$ cat src/rtl/hazard_ctrl_mc.sv
`default_nettype none
// ============================================================================
// hazard_ctrl_mc : 5-stage pipeline hazard unit with forwarding, load-use /
//                  branch / MDU-busy stalls and a fixed-latency MDU tracker.
// Optional: define HAZARD_PERF_CNT_EN to add the stall_cycles counter.
// Revision: 1.0
// ============================================================================
module hazard_ctrl_mc #(
  parameter int ADDR_W = 5,
  parameter int MD_LAT = 4,
  parameter int CNT_W  = 3
) (
  input  logic              clk,
  input  logic              rst_n,
  input  logic [ADDR_W-1:0] rs_d,
  input  logic [ADDR_W-1:0] rt_d,
  input  logic              branch_d,
  input  logic              md_use_d,
  input  logic [ADDR_W-1:0] rs_e,
  input  logic [ADDR_W-1:0] rt_e,
  input  logic              reg_write_e,
  input  logic              mem_to_reg_e,
  input  logic [ADDR_W-1:0] write_reg_e,
  input  logic              reg_write_m,
  input  logic              mem_to_reg_m,
  input  logic [ADDR_W-1:0] write_reg_m,
  input  logic              reg_write_w,
  input  logic [ADDR_W-1:0] write_reg_w,
  input  logic              md_start_e,
  output logic              stall_f,
  output logic              stall_d,
  output logic              flush_e,
  output logic              forward_ad,
  output logic              forward_bd,
  output logic [1:0]        forward_ae,
  output logic [1:0]        forward_be,
  output logic              md_busy
`ifdef HAZARD_PERF_CNT_EN
  ,
  output logic [31:0]       stall_cycles
`endif
);

  localparam logic [CNT_W-1:0] c_md_lat = CNT_W'(MD_LAT);

  logic [CNT_W-1:0] r_md_cnt;
  logic             w_rs_d_nz;
  logic             w_rt_d_nz;
  logic             w_rs_e_nz;
  logic             w_rt_e_nz;
  logic             w_lw_stall;
  logic             w_br_stall;
  logic             w_md_stall;
  logic             w_stall;

  assign w_rs_d_nz = (rs_d != '0);
  assign w_rt_d_nz = (rt_d != '0);
  assign w_rs_e_nz = (rs_e != '0);
  assign w_rt_e_nz = (rt_e != '0);

  // M-stage result has priority over W: it is the younger producer.
  always_comb begin
    forward_ae = 2'b00;
    if (w_rs_e_nz && reg_write_m && (rs_e == write_reg_m))
      forward_ae = 2'b10;
    else if (w_rs_e_nz && reg_write_w && (rs_e == write_reg_w))
      forward_ae = 2'b01;
  end

  always_comb begin
    forward_be = 2'b00;
    if (w_rt_e_nz && reg_write_m && (rt_e == write_reg_m))
      forward_be = 2'b10;
    else if (w_rt_e_nz && reg_write_w && (rt_e == write_reg_w))
      forward_be = 2'b01;
  end

  assign forward_ad = w_rs_d_nz && (rs_d == write_reg_m) && reg_write_m && !mem_to_reg_m;
  assign forward_bd = w_rt_d_nz && (rt_d == write_reg_m) && reg_write_m && !mem_to_reg_m;

  assign w_lw_stall = mem_to_reg_e && reg_write_e &&
                      ((w_rs_d_nz && (rs_d == write_reg_e)) ||
                       (w_rt_d_nz && (rt_d == write_reg_e)));

  // A branch resolving in D cannot use an E result or an M load value.
  assign w_br_stall = branch_d &&
                      ((reg_write_e &&
                        ((w_rs_d_nz && (rs_d == write_reg_e)) ||
                         (w_rt_d_nz && (rt_d == write_reg_e)))) ||
                       (mem_to_reg_m &&
                        ((w_rs_d_nz && (rs_d == write_reg_m)) ||
                         (w_rt_d_nz && (rt_d == write_reg_m)))));

  assign md_busy    = (r_md_cnt != '0);
  assign w_md_stall = md_use_d && md_busy;
  assign w_stall    = w_lw_stall || w_br_stall || w_md_stall;

  assign stall_f = w_stall;
  assign stall_d = w_stall;
  assign flush_e = w_stall;

  // A new issue reloads the full latency rather than extending the old one.
  always_ff @(posedge clk) begin
    if (!rst_n)
      r_md_cnt <= '0;
    else if (md_start_e)
      r_md_cnt <= c_md_lat;
    else if (r_md_cnt != '0)
      r_md_cnt <= r_md_cnt - CNT_W'(1);
  end

`ifdef HAZARD_PERF_CNT_EN
  logic [31:0] r_stall_cycles;

  always_ff @(posedge clk) begin
    if (!rst_n)
      r_stall_cycles <= '0;
    else if (w_stall && (r_stall_cycles != 32'hFFFF_FFFF))
      r_stall_cycles <= r_stall_cycles + 32'd1;
  end

  assign stall_cycles = r_stall_cycles;
`endif

endmodule
`default_nettype wire

$ cat config.mk
export PLATFORM = sky130hd
export DESIGN_NAME = hazard_ctrl_mc
export DESIGN_NICKNAME = d
export VERILOG_FILES = /design/src/rtl/hazard_ctrl_mc.sv
export SDC_FILE = /design/constraint.sdc
export NUM_CORES = 1
export LEC_CHECK = 0
export ABC_CLOCK_PERIOD_IN_PS = 2500
export CORE_UTILIZATION = 40
export DETAILED_ROUTE_END_ITERATION = 16
export DONT_BUFFER_PORTS = 1
export PLACE_DENSITY_LB_ADDON = 0.25
export SYNTH_ARGS = -nofsm -noshare
export SYNTH_HDL_FRONTEND = slang
export SYNTH_SLANG_ARGS = --single-unit
$ cat constraint.sdc
create_clock -name clk -period 2.5 [get_ports clk]
set_input_delay 0.25 -clock clk [delete_from_list [all_inputs] [get_ports clk]]
set_output_delay 0.25 -clock clk [all_outputs]
set_load 0.005 [all_outputs]
# Word level (Yosys, flattened, before mapping)
# Cells that the tools add are included.
# classes
n_addsub	1
eq_ne	8
mux	6
bitwise	1
n_reduce_logical	35
# ops
operator	n
$eq A5 B5 Y1	8
$logic_and A1 B1 Y1	22
$reduce_bool A5 Y1	4
$mux W3	2
$logic_or A1 B1 Y1	5
$mux W2	2
$reduce_bool A3 Y1	1
$sub A3 B1 Y3 const B	1
$mux W1	2
$reduce_bool A2 Y1	1
$reduce_or A2 Y1	1
$logic_not A1 Y1	1
$not A1 Y1	1
# word_totals
register_bits	3
out_inout_bits	10
elab_cells	53

# Depth between registers and ports, before layout
# Gate-level depths: netlist of the first run.
# logic_depth
word_depth	8
depth_mapped	6
ltp_nobuf	5

# Least setup slack after synthesis of the first run
# Ideal clock, no wire load.
# synth_timing
path_kind	input to output
start	input rt_d[1]
end	output stall_d
arrival_time_ns	1.424
t_required_ns	2.250
path_slack_ns	0.826
cell_stages	6
cell_sequence	or4_1 -> nor2_1 -> or4_1 -> a21boi_1 -> o211ai_2 -> buf_4
# synth_between
elab_chain_cells	8
elab_cells_between_ends	14
# synth_rtl
element	line	source
from (decl)	16	input logic [ADDR_W-1:0] rt_d,
$eq A5 B5 Y1 (tied with other cells)	83, 89	
$logic_and A1 B1 Y1 (on tied branches)	83, 89, 92	
$logic_or A1 B1 Y1 (on tied branches)	82, 88, 91	
$logic_and A1 B1 Y1 (on tied branches)	87, 90	
$logic_or A1 B1 Y1	89	(w_rt_d_nz && (rt_d == write_reg_e)))) ||
$logic_and A1 B1 Y1	86	assign w_br_stall = branch_d &&
$logic_or A1 B1 Y1 (*) (2 in a row)	96	assign w_stall = w_lw_stall || w_br_stall || w_md_stall;
to (decl)	31	output logic stall_d,
# Mark *: on every way between the ends. The rest lies on a longest branch, timed or not.

# Worst setup path after layout of the first run
# layout_timing
start	input rt_d[1]
end	output stall_f
# layout_between
elab_chain_cells	8
elab_cells_between_ends	14
# layout_rtl
element	line	source
$eq A5 B5 Y1 (tied with other cells)	83, 89	
$logic_and A1 B1 Y1 (on tied branches)	83, 89, 92	
$logic_or A1 B1 Y1 (on tied branches)	82, 88, 91	
$logic_and A1 B1 Y1 (on tied branches)	87, 90	
$logic_or A1 B1 Y1	89	
$logic_and A1 B1 Y1	86	
$logic_or A1 B1 Y1 (*) (2 in a row)	96	
to (decl)	30	output logic stall_f,
# Marks and branches as above.

==> results.py, run 1 <==
metrics = {
    "outcome": {
        "status": "complete, no violations",
    },
    "clocking": {
        "cts_resized": 0,
        "cts_setup_buffers": 0,
        "clk_latency_ps": 230,
        "cts-root-buf": "clkbuf_4",
        "cts_buffer_depth": 2,
        "htree_levels": 1,
        "clkTransAtPathRegs_ps": 40,
        "cts_tree": "done",
        "cts_hold_buf": 0,
        "clock-sinks": 3,
        "numCtsBuffers": 3,
    },
    "die": {
        "rows": 15,
        "die_h_um": 45.8,
        "core-area_mm2": 0.00176,
        "initial_core_util_pct": 43.4,
        "dieWidth_um": 45.8,
        "boundaryPins": 55,
        "dieArea_mm2": 0.00209,
    },
    "logic_synthesis": {
        "synth.top_cells.by_area": "xnor2_1 (30%), xor2_1 (17%), dfxtp_1 (7.8%)",
        "synth_flop_cell": "dfxtp_1",
        "synth_edf_count": 0,
        "syn_inst": 91,
        "ys_async_sr_fraction_pct": 0,
        "synth_common_cells": "xnor2_1 (26), xor2_1 (15), nand2_1 (4), nand4_1 (4), nor4_1 (4)",
        "synth_area_um2": 766,
        "yosysTopAreaCell": "xnor2_1",
        "syn_nets": 138,
        "ys_warn_count": 0,
        "synth_seq_area_share_pct": 7.84,
        "yosysUniqueCellTypes": 27,
        "syn_avg_cell_area_um2": 8.41,
        "synth_most_common_cell": "xnor2_1",
        "yosys.area.top_type_share_pct": 29.7,
        "synth-seq-cells": 3,
    },
    "grt": {
        "grt_use_total_pct": 17.4,
        "top_usage_layer": "met2",
        "grt_max_degree": 6,
        "met1_usage_pct": 18.5,
        "antenna_found_initial": 0,
        "met3_usage_pct": 5.95,
        "grt_pass1_vias": 660,
        "grt_overflow": 0,
        "grtUsageMet2_pct": 31.1,
        "grt_pass1_wl_um": 2590,
    },
    "route": {
        "routed_wl_um": 1720,
        "ant_nets": 0,
        "drt_pre_antenna_iters": 4,
        "vias": 641,
        "initialDrtViolationCount": 2,
        "drc_errors": 0,
        "viasPerCell": 5.43,
        "wl_per_cell_um": 14.6,
    },
    "min_path": {
        "hp-class": "in2reg",
        "holdPathEnd": "r_md_cnt[0]$_SDFFE_PP0N_",
        "hold_path.startpoint": "md_start_e",
        "worstHoldPathCells": 1,
    },
    "sta": {
        "max_slew_margin_pct": 63.5,
        "clock_skew_ps": 2.27,
        "timing.setup.tns_ps": 0,
        "max_freq_mhz": 624,
        "postLayoutSetupSlackWorst_ps": 898,
        "layout_worst_path_cycle_share_pct": 64.1,
        "fin_crit_ps": 1600,
        "rsz0062_at_grt": "no",
        "finalHoldViolations": 0,
        "tightest_slew_ps": 542,
        "setup_violations": 0,
        "slew_violations": 0,
    },
    "finish": {
        "drive_gt1_share_pct": 15.1,
        "top_regs": "r_md_cnt x3",
        "areaGrowthSynthToFinish_pct": 5.56,
        "fillers": 191,
        "num_antenna_cells": 0,
        "largest_reg_flops": 3,
        "seq_area_um2": 60.1,
        "multiInputGateArea_um2": 679,
        "largest-register": "r_md_cnt",
        "nets": 141,
    },
    "critical_path": {
        "critical_path_required_ps": 2250,
        "reg2reg_from": "r_md_cnt[0]$_SDFFE_PP0N_",
        "crit_path_start_kind": "input port",
        "reg2reg_depth": 5,
        "ff2ff_setup_slack_ps": 1210,
        "setup.worst_path.end_class": "primary output",
        "cpMostUsedCell": "or4_1",
        "path_max_fanout": 3,
        "critPathKind": "in2out",
        "path_cells": "or4_1 > nor2_1 > or4_1 > a21boi_1 > o211ai_2",
        "path_delay_family": "simple AND/OR/NAND/NOR gates",
        "timing.rr.end": "r_md_cnt[1]$_SDFFE_PP0N_",
        "slowest_delay_ps": 500,
        "critPathSlowestCell": "or4_1",
        "arrival_ps": 1350,
        "cp.buffers_inverters": 0,
    },
    "power_and_ir_drop": {
        "leakagePower_nw": 0.251,
        "vdd_ir_drop_max_uv": 240,
        "p_per_area_mw_per_mm2": 302,
    },
    "place": {
        "post-place-ws_ps": 890,
        "io_buffers": 0,
        "hpwl_um": 1560,
        "globalplace.congestion": 0.722,
    },
    "job": {
        "maxCapViolCount": 0,
    },
}
[layout by cell type (no fill, tap or decap)]
cell type  instances
nor2_4             2
clkbuf_1           1
nor2_1             3
or4_4              2
clkbuf_4           3
inv_1              3
nand2_1            4
nand4_1            4
dfxtp_1            3
xor2_1            15
mux2_2             1
nor3b_1            1
nor4_2             2
ha_1               2
nand3_1            3
or4_1              3
nor3_1             1
a2111oi_0          1
a21boi_1           1
xnor2_1           26
nor2_2             1
o211ai_2           1
nor4_1             4
o21a_1             1
and4b_1            1
nand2b_1           1
nor3_2             2
o221ai_1           1
[per-stage QoR]
| step | power [mW] | hold slack (ps) | util (%) | instance area [um2] | instances |
|---|---|---|---|---|---|
| 2_1_floorplan | 0.158 | 327 | - | 766 | 91 |
| 3_3_place_gp | 0.161 | 330 | 44.3 | 782 | 114 |
| 3_5_place_dp | 0.163 | 331 | 44.3 | 782 | 114 |
| 4_1_cts | 0.250 | 85.0 | 45.8 | 808 | 118 |
| 5_1_grt | 0.265 | 91.4 | 45.8 | 808 | 118 |
| 6_report | 0.244 | 93.4 | 45.8 | 808 | 118 |
[layer usage]
metal	wire, um	part of all wire [%]
met1	664	39
met2	912	53
met3	141	8.2
met4	0	0
met5	0	0
[kinds of logic after synthesis]
kind of cell	after synthesis	synth area share (%)
adder cells (fa/ha/maj)	2	3.27
buffers and inverters	5	3.43
multiplexers	1	1.47
XOR/XNOR	41	46.9
AND/OR/NAND/NOR	34	31.2
flip-flops	3	7.84
AO/OA/AOI/OAI	5	5.88
[power breakdown]
| part | leakage, nW | internal [mW] | switching (mW) |
|---|---|---|---|
| clock network | 0.0150 | 0.0596 | 0.0226 |
| logic | 0.211 | 0.0621 | 0.0441 |
| registers | 0.0248 | 0.0529 | 0.00239 |
[area by class of cell]
cell class | instances | share of cell area [%]
Sequential cell | 3 | 7.43
Inverter | 3 | 1.39
Clock buffer | 4 | 3.25
Multi-Input combinational cell | 83 | 84.1
Tap cell | 25 | 3.87
[worst max-delay path by stage]
stage | start | endpoint | slack, ps | cells past startpoint
6_report | rt_d[1] | stall_f | 900 | 5
5_1_grt | rt_d[1] | stall_d | 750 | 5
4_1_cts | rt_d[1] | stall_f | 900 | 5
3_5_place_dp | rt_d[1] | stall_f | 890 | 5
3_3_place_gp | rs_d[1] | stall_f | 910 | 5
2_1_floorplan | rt_d[1] | stall_d | 830 | 6
Note: power is estimated with default switching activity, not from simulation.
==> inputs of run 2 (changes only) <==
ABC_CLOCK_PERIOD_IN_PS = 1500   (was 2500)
clock period = 1.5 ns   (was 2.5 ns; I/O delays follow)
==> results.py, run 2 (synthesis gave the netlist of run 1 again) <==
metrics = {
    "die": {
        "die_h_um": 45.8,
        "core-area_mm2": 0.00176,
        "rows": 15,
        "boundaryPins": 55,
        "dieWidth_um": 45.8,
        "dieArea_mm2": 0.00209,
        "initial_core_util_pct": 43.4,
    },
    "clocking": {
        "htree_levels": 1,
        "cts-root-buf": "clkbuf_4",
        "clkTransAtPathRegs_ps": 40,
        "numCtsBuffers": 3,
        "clk_latency_ps": 230,
        "cts_buffer_depth": 2,
        "clock-sinks": 3,
        "cts_tree": "done",
        "cts_setup_buffers": 0,
    },
    "place": {
        "dp.cells": 114,
        "hpwl_um": 1550,
        "post-place-ws_ps": 99.0,
        "io_buffers": 0,
        "globalplace.congestion": 0.722,
    },
    "critical_path": {
        "critical_path_required_ps": 1350,
        "setup.worst_path.end_class": "primary output",
        "slowest_delay_ps": 540,
        "critPathSlowestCell": "or4_1",
        "path_cells": "or4_1 > nor2_2 > or4_4 > a21boi_2 > o211ai_2",
        "critPathKind": "in2out",
        "timing.rr.end": "r_md_cnt[1]$_SDFFE_PP0N_",
        "reg2reg_depth": 5,
        "ff2ff_setup_slack_ps": 220,
        "cp.buffers_inverters": 0,
        "arrival_ps": 1250,
        "crit_path_start_kind": "input port",
        "path_max_fanout": 3,
        "path_delay_family": "simple AND/OR/NAND/NOR gates",
        "reg2reg_from": "r_md_cnt[0]$_SDFFE_PP0N_",
    },
    "job": {
        "maxCapViolCount": 0,
    },
    "grt": {
        "grt_max_degree": 6,
        "grt_pass1_vias": 651,
        "grt_overflow": 0,
        "antenna_found_initial": 0,
        "grt_pass1_wl_um": 2700,
        "grt_use_total_pct": 17.9,
    },
    "route": {
        "wl_per_cell_um": 14.7,
        "drc_errors": 0,
        "ant_nets": 0,
        "vias": 647,
        "initialDrtViolationCount": 4,
        "routed_wl_um": 1750,
        "viasPerCell": 5.44,
        "drt_pre_antenna_iters": 3,
    },
    "finish": {
        "nets": 142,
        "layout_commonest_cell": "xnor2_1",
        "areaGrowthSynthToFinish_pct": 9.31,
        "drive_gt1_share_pct": 19.1,
        "largest-register": "r_md_cnt",
        "top_regs": "r_md_cnt x3",
        "num_antenna_cells": 0,
        "layout_common_cells": "xnor2_1 (26), xor2_1 (15)",
        "final_cells": 119,
        "largest_reg_flops": 3,
        "final_core_util_pct": 47.4,
    },
    "sta": {
        "max_freq_mhz": 714,
        "max_slew_margin_pct": 62.0,
        "fin_crit_ps": 1400,
        "tightest_slew_ps": 565,
        "rsz0062_at_grt": "no",
        "hold_ws_ps": 38.7,
        "timing.setup.tns_ps": 0,
        "finalHoldViolations": 0,
        "setup_violations": 0,
        "postLayoutSetupSlackWorst_ps": 99.1,
        "slew_violations": 0,
        "clock_skew_ps": 2.12,
        "layout_worst_path_cycle_share_pct": 93.4,
    },
    "power_and_ir_drop": {
        "leakagePower_nw": 0.259,
        "p_per_area_mw_per_mm2": 493,
        "vdd_ir_drop_max_uv": 408,
    },
    "min_path": {
        "hp-class": "in2reg",
        "worstHoldPathCells": 1,
        "hold_path.startpoint": "rst_n",
        "holdPathEnd": "r_md_cnt[2]$_SDFFE_PN0P_",
    },
    "outcome": {
        "status": "complete, no violations",
    },
}
==> run 2: changes by cell type in the layout (fill, tap and decap cells not counted) <==
cell / previous run / this run
a21boi_1: 1 / 0
or4_1: 3 / 1
a21boi_2: 0 / 1
nor2_1: 3 / 2
nor2_4: 2 / 3
or4_4: 2 / 4
dlygate4sd3_1: 0 / 1
==> run 2: final cells by class <==
cell class              instances  area, um2
multi-input cells              83        698
flip-flops and latches          3       60.1
repair buffers                  1       10.0
fillers                       195        927
inverters                       3       11.3
clock buffers                   4       26.3
well taps                      25       31.3
==> run 2: what timing repair did <==
item,4_1_cts,5_1_grt
hold endpoints to repair,2,0
setup endpoints to repair,0,3
hold buffers,1,0
resized for setup,0,5
==> run 2: metal layers <==
layer / wire length, um / vias to the layer above / global-route usage, %
li1: - / 325 / -
met1: 670 / 302 / 20.4
met2: 940 / 20 / 30.9
met3: 137 / 0 / 5.56
met4: 0 / 0 / 7.06
met5: 0 / - / 0
==> run 2: per-stage QoR <==
stage | cell area (um2) | power (mW)
global route | 837 | 0.448
floorplan | 766 | 0.263
CTS | 818 | 0.418
global placement | 782 | 0.268
detailed placement | 782 | 0.271
finish | 837 | 0.412
==> run 2: power breakdown <==
group	internal (mW)	switching, mW
Sequential	0.0882	0.00392
Combinational	0.107	0.0756
Clock	0.0994	0.0381
==> run 2: worst max path at each step <==
stage	start	to	slack, ps	depth (start not counted)
after global routing	rt_d[1]	stall_d	0.3	5
after global placement	rs_d[1]	stall_f	110	5
after CTS	rs_d[1]	stall_f	100	5
final	rt_d[1]	stall_f	100	5
after detailed placement	rt_d[1]	stall_f	100	5
after floorplan	rt_d[1]	stall_d	30	6
==> inputs of run 3 (changes only) <==
ABC_AREA = 1   (was default)
CTS_CLUSTER_DIAMETER = 100   (was default)
==> results.py, run 3 <==
metrics = {
    "critical_path": {
        "reg2reg_depth": 7,
        "critPathKind": "reg2out",
        "reg2reg_from": "r_md_cnt[0]$_SDFFE_PP0N_",
        "path_max_fanout": 5,
        "critical_path_required_ps": 1350,
        "arrival_ps": 1230,
        "timing.rr.end": "r_md_cnt[1]$_SDFFE_PP0N_",
        "setup.worst_path.end_class": "primary output",
        "ff2ff_setup_slack_ps": 350,
        "crit_path_start_kind": "flip-flop",
    },
    "min_path": {
        "hp-class": "in2reg",
        "holdPathEnd": "r_md_cnt[2]$_SDFFE_PN0P_",
        "worstHoldPathCells": 2,
        "hold_path.startpoint": "rst_n",
    },
    "logic_synthesis": {
        "synth_edf_count": 0,
        "yosys.area.top_type_share_pct": 20.6,
        "synth-seq-cells": 3,
        "syn_avg_cell_area_um2": 5.73,
        "synth_area_um2": 848,
        "ys_warn_count": 0,
        "synth_common_cells": "nand2_1 (43), nor2_1 (21), xnor2_1 (20)",
        "yosysUniqueCellTypes": 22,
        "synth_most_common_cell": "nand2_1",
        "yosysTopAreaCell": "xnor2_1",
        "synth_seq_area_share_pct": 7.08,
        "synth_flop_cell": "dfxtp_1",
        "synth.top_cells.by_area": "xnor2_1 (21%), nand2_1 (19%), nor2_1 (9.3%)",
        "syn_nets": 195,
        "syn_inst": 148,
        "ys_async_sr_fraction_pct": 0,
    },
    "die": {
        "rows": 16,
        "boundaryPins": 55,
        "dieArea_mm2": 0.00231,
        "core-area_mm2": 0.00198,
        "initial_core_util_pct": 42.8,
        "dieWidth_um": 48.1,
        "die_h_um": 48.1,
    },
    "clocking": {
        "cts-root-buf": "clkbuf_4",
        "clock-sinks": 3,
        "cts_setup_buffers": 0,
        "htree_levels": 1,
        "clk_latency_ps": 230,
        "cts_tree": "done",
        "clkTransAtPathRegs_ps": 40,
        "numCtsBuffers": 3,
        "cts_buffer_depth": 2,
    },
    "grt": {
        "grt_pass1_wl_um": 2660,
        "grt_use_total_pct": 16.4,
        "grt_pass1_vias": 739,
        "antenna_found_initial": 0,
        "grt_max_degree": 7,
        "grt_overflow": 0,
    },
    "finish": {
        "top_regs": "r_md_cnt x3",
        "seq_area_um2": 60.1,
        "layout_commonest_cell": "nand2_1",
        "largest-register": "r_md_cnt",
        "drive_gt1_share_pct": 8.05,
        "areaGrowthSynthToFinish_pct": 4.57,
        "largest_reg_flops": 3,
        "layout_common_cells": "nand2_1 (42), xnor2_1 (20), nor2_1 (20)",
        "nets": 197,
        "num_antenna_cells": 0,
        "final_area_um2": 887,
        "fillers": 222,
        "multiInputGateArea_um2": 696,
    },
    "route": {
        "wl_per_cell_um": 11.0,
        "initialDrtViolationCount": 11,
        "drc_errors": 0,
        "routed_wl_um": 1930,
        "drt_pre_antenna_iters": 3,
        "vias": 864,
        "ant_nets": 0,
        "viasPerCell": 4.91,
    },
    "place": {
        "io_buffers": 0,
        "placed_cell_area_um2": 856,
        "globalplace.congestion": 0.816,
        "hpwl_um": 1730,
        "post-place-ws_ps": 325,
    },
    "sta": {
        "setup_violations": 0,
        "fin_crit_ps": 1380,
        "timing.setup.tns_ps": 0,
        "rsz0062_at_grt": "no",
        "max_freq_mhz": 725,
        "clock_skew_ps": 0.600,
        "slew_violations": 0,
        "tightest_slew_ps": 304,
        "finalHoldViolations": 0,
        "max_slew_margin_pct": 79.5,
        "postLayoutSetupSlackWorst_ps": 120,
        "layout_worst_path_cycle_share_pct": 92.0,
    },
    "outcome": {
        "status": "complete, no violations",
    },
    "power_and_ir_drop": {
        "leakagePower_nw": 0.425,
        "vdd_ir_drop_max_uv": 216,
        "p_per_area_mw_per_mm2": 485,
    },
    "job": {
        "maxCapViolCount": 0,
    },
}
## run 3: cell types whose count changed after synthesis, moves of 3 or more
cell / before / now
or4_1: 3 / 0
nor3_1: 1 / 6
a21oi_1: 0 / 4
nor4_1: 4 / 0
xor2_1: 15 / 9
nor2_1: 3 / 21
xnor2_1: 26 / 20
inv_2: 0 / 4
nand2_1: 4 / 43
inv_1: 3 / 15
## run 3: where the power goes
part           switching, mW  internal, mW  total (mW)
Sequential           0.00417        0.0871      0.0912
Clock                 0.0435        0.0998       0.143
Combinational         0.0984        0.0975       0.196
## run 3: final cells by class
cell class                 instances  share of cell area, %
clock buffer                       4                   2.96
tap                               27                   3.81
sequential                         3                   6.77
inverter                          19                   8.04
multi-input combinational        123                   78.4
## run 3: how the worst max path moves through the flow
stage	from	endpoint	slack (ps)	depth (start not counted)
after detailed placement	r_md_cnt[0]$_SDFFE_PP0N_	r_md_cnt[1]$_SDFFE_PP0N_	330	6
after floorplan	r_md_cnt[0]$_SDFFE_PP0N_	stall_d	310	8
after CTS	r_md_cnt[0]$_SDFFE_PP0N_	stall_f	60	7
final	r_md_cnt[0]$_SDFFE_PP0N_	stall_f	120	7
after global routing	r_md_cnt[0]$_SDFFE_PP0N_	flush_e	10	7
after global placement	r_md_cnt[0]$_SDFFE_PP0N_	stall_d	390	7
## run 3: cell families (layout without fill, tap and decap cells)
group / Yosys count / after routing / synth area share, %
AO/OA/AOI/OAI: 10 / 10 / 7.08
flip-flops: 3 / 3 / 7.08
adder cells (fa/ha/maj): 2 / 2 / 2.95
XOR/XNOR: 29 / 29 / 29.9
buffers and inverters: 22 / 23 / 11.5
AND/OR/NAND/NOR: 82 / 82 / 41.4
## run 3: stage by stage
step	util, %	hold WS (ps)	power, mW	std cells
floorplan	-	273	0.275	148
global placement	43.2	282	0.280	172
detailed placement	43.2	289	0.286	172
CTS	44.5	34.8	0.438	176
global route	44.8	44.2	0.478	176
finish	44.8	44.6	0.430	176
## run 3: layer usage
metal	global-route usage, %	routed length [um]	share of wire, %
met1	18.3	775	40
met4	6.67	0	0
met5	0	0	0
met3	4.15	136	7.0
met2	29.2	1020	53
## run 3: worst max-delay path, cell delays in order, from the launching register on
cell and delay, ps:
dfxtp_1 320, inv_1 70, ha_1 220, inv_1 70, nor2_2 40, inv_2 90
nand2_1 70, nand2_2 110
## run 3: what timing repair did
item	4_1_cts	5_1_grt
setup endpoints to repair	0	3
hold buffers	0	0
gates resized for setup	0	2
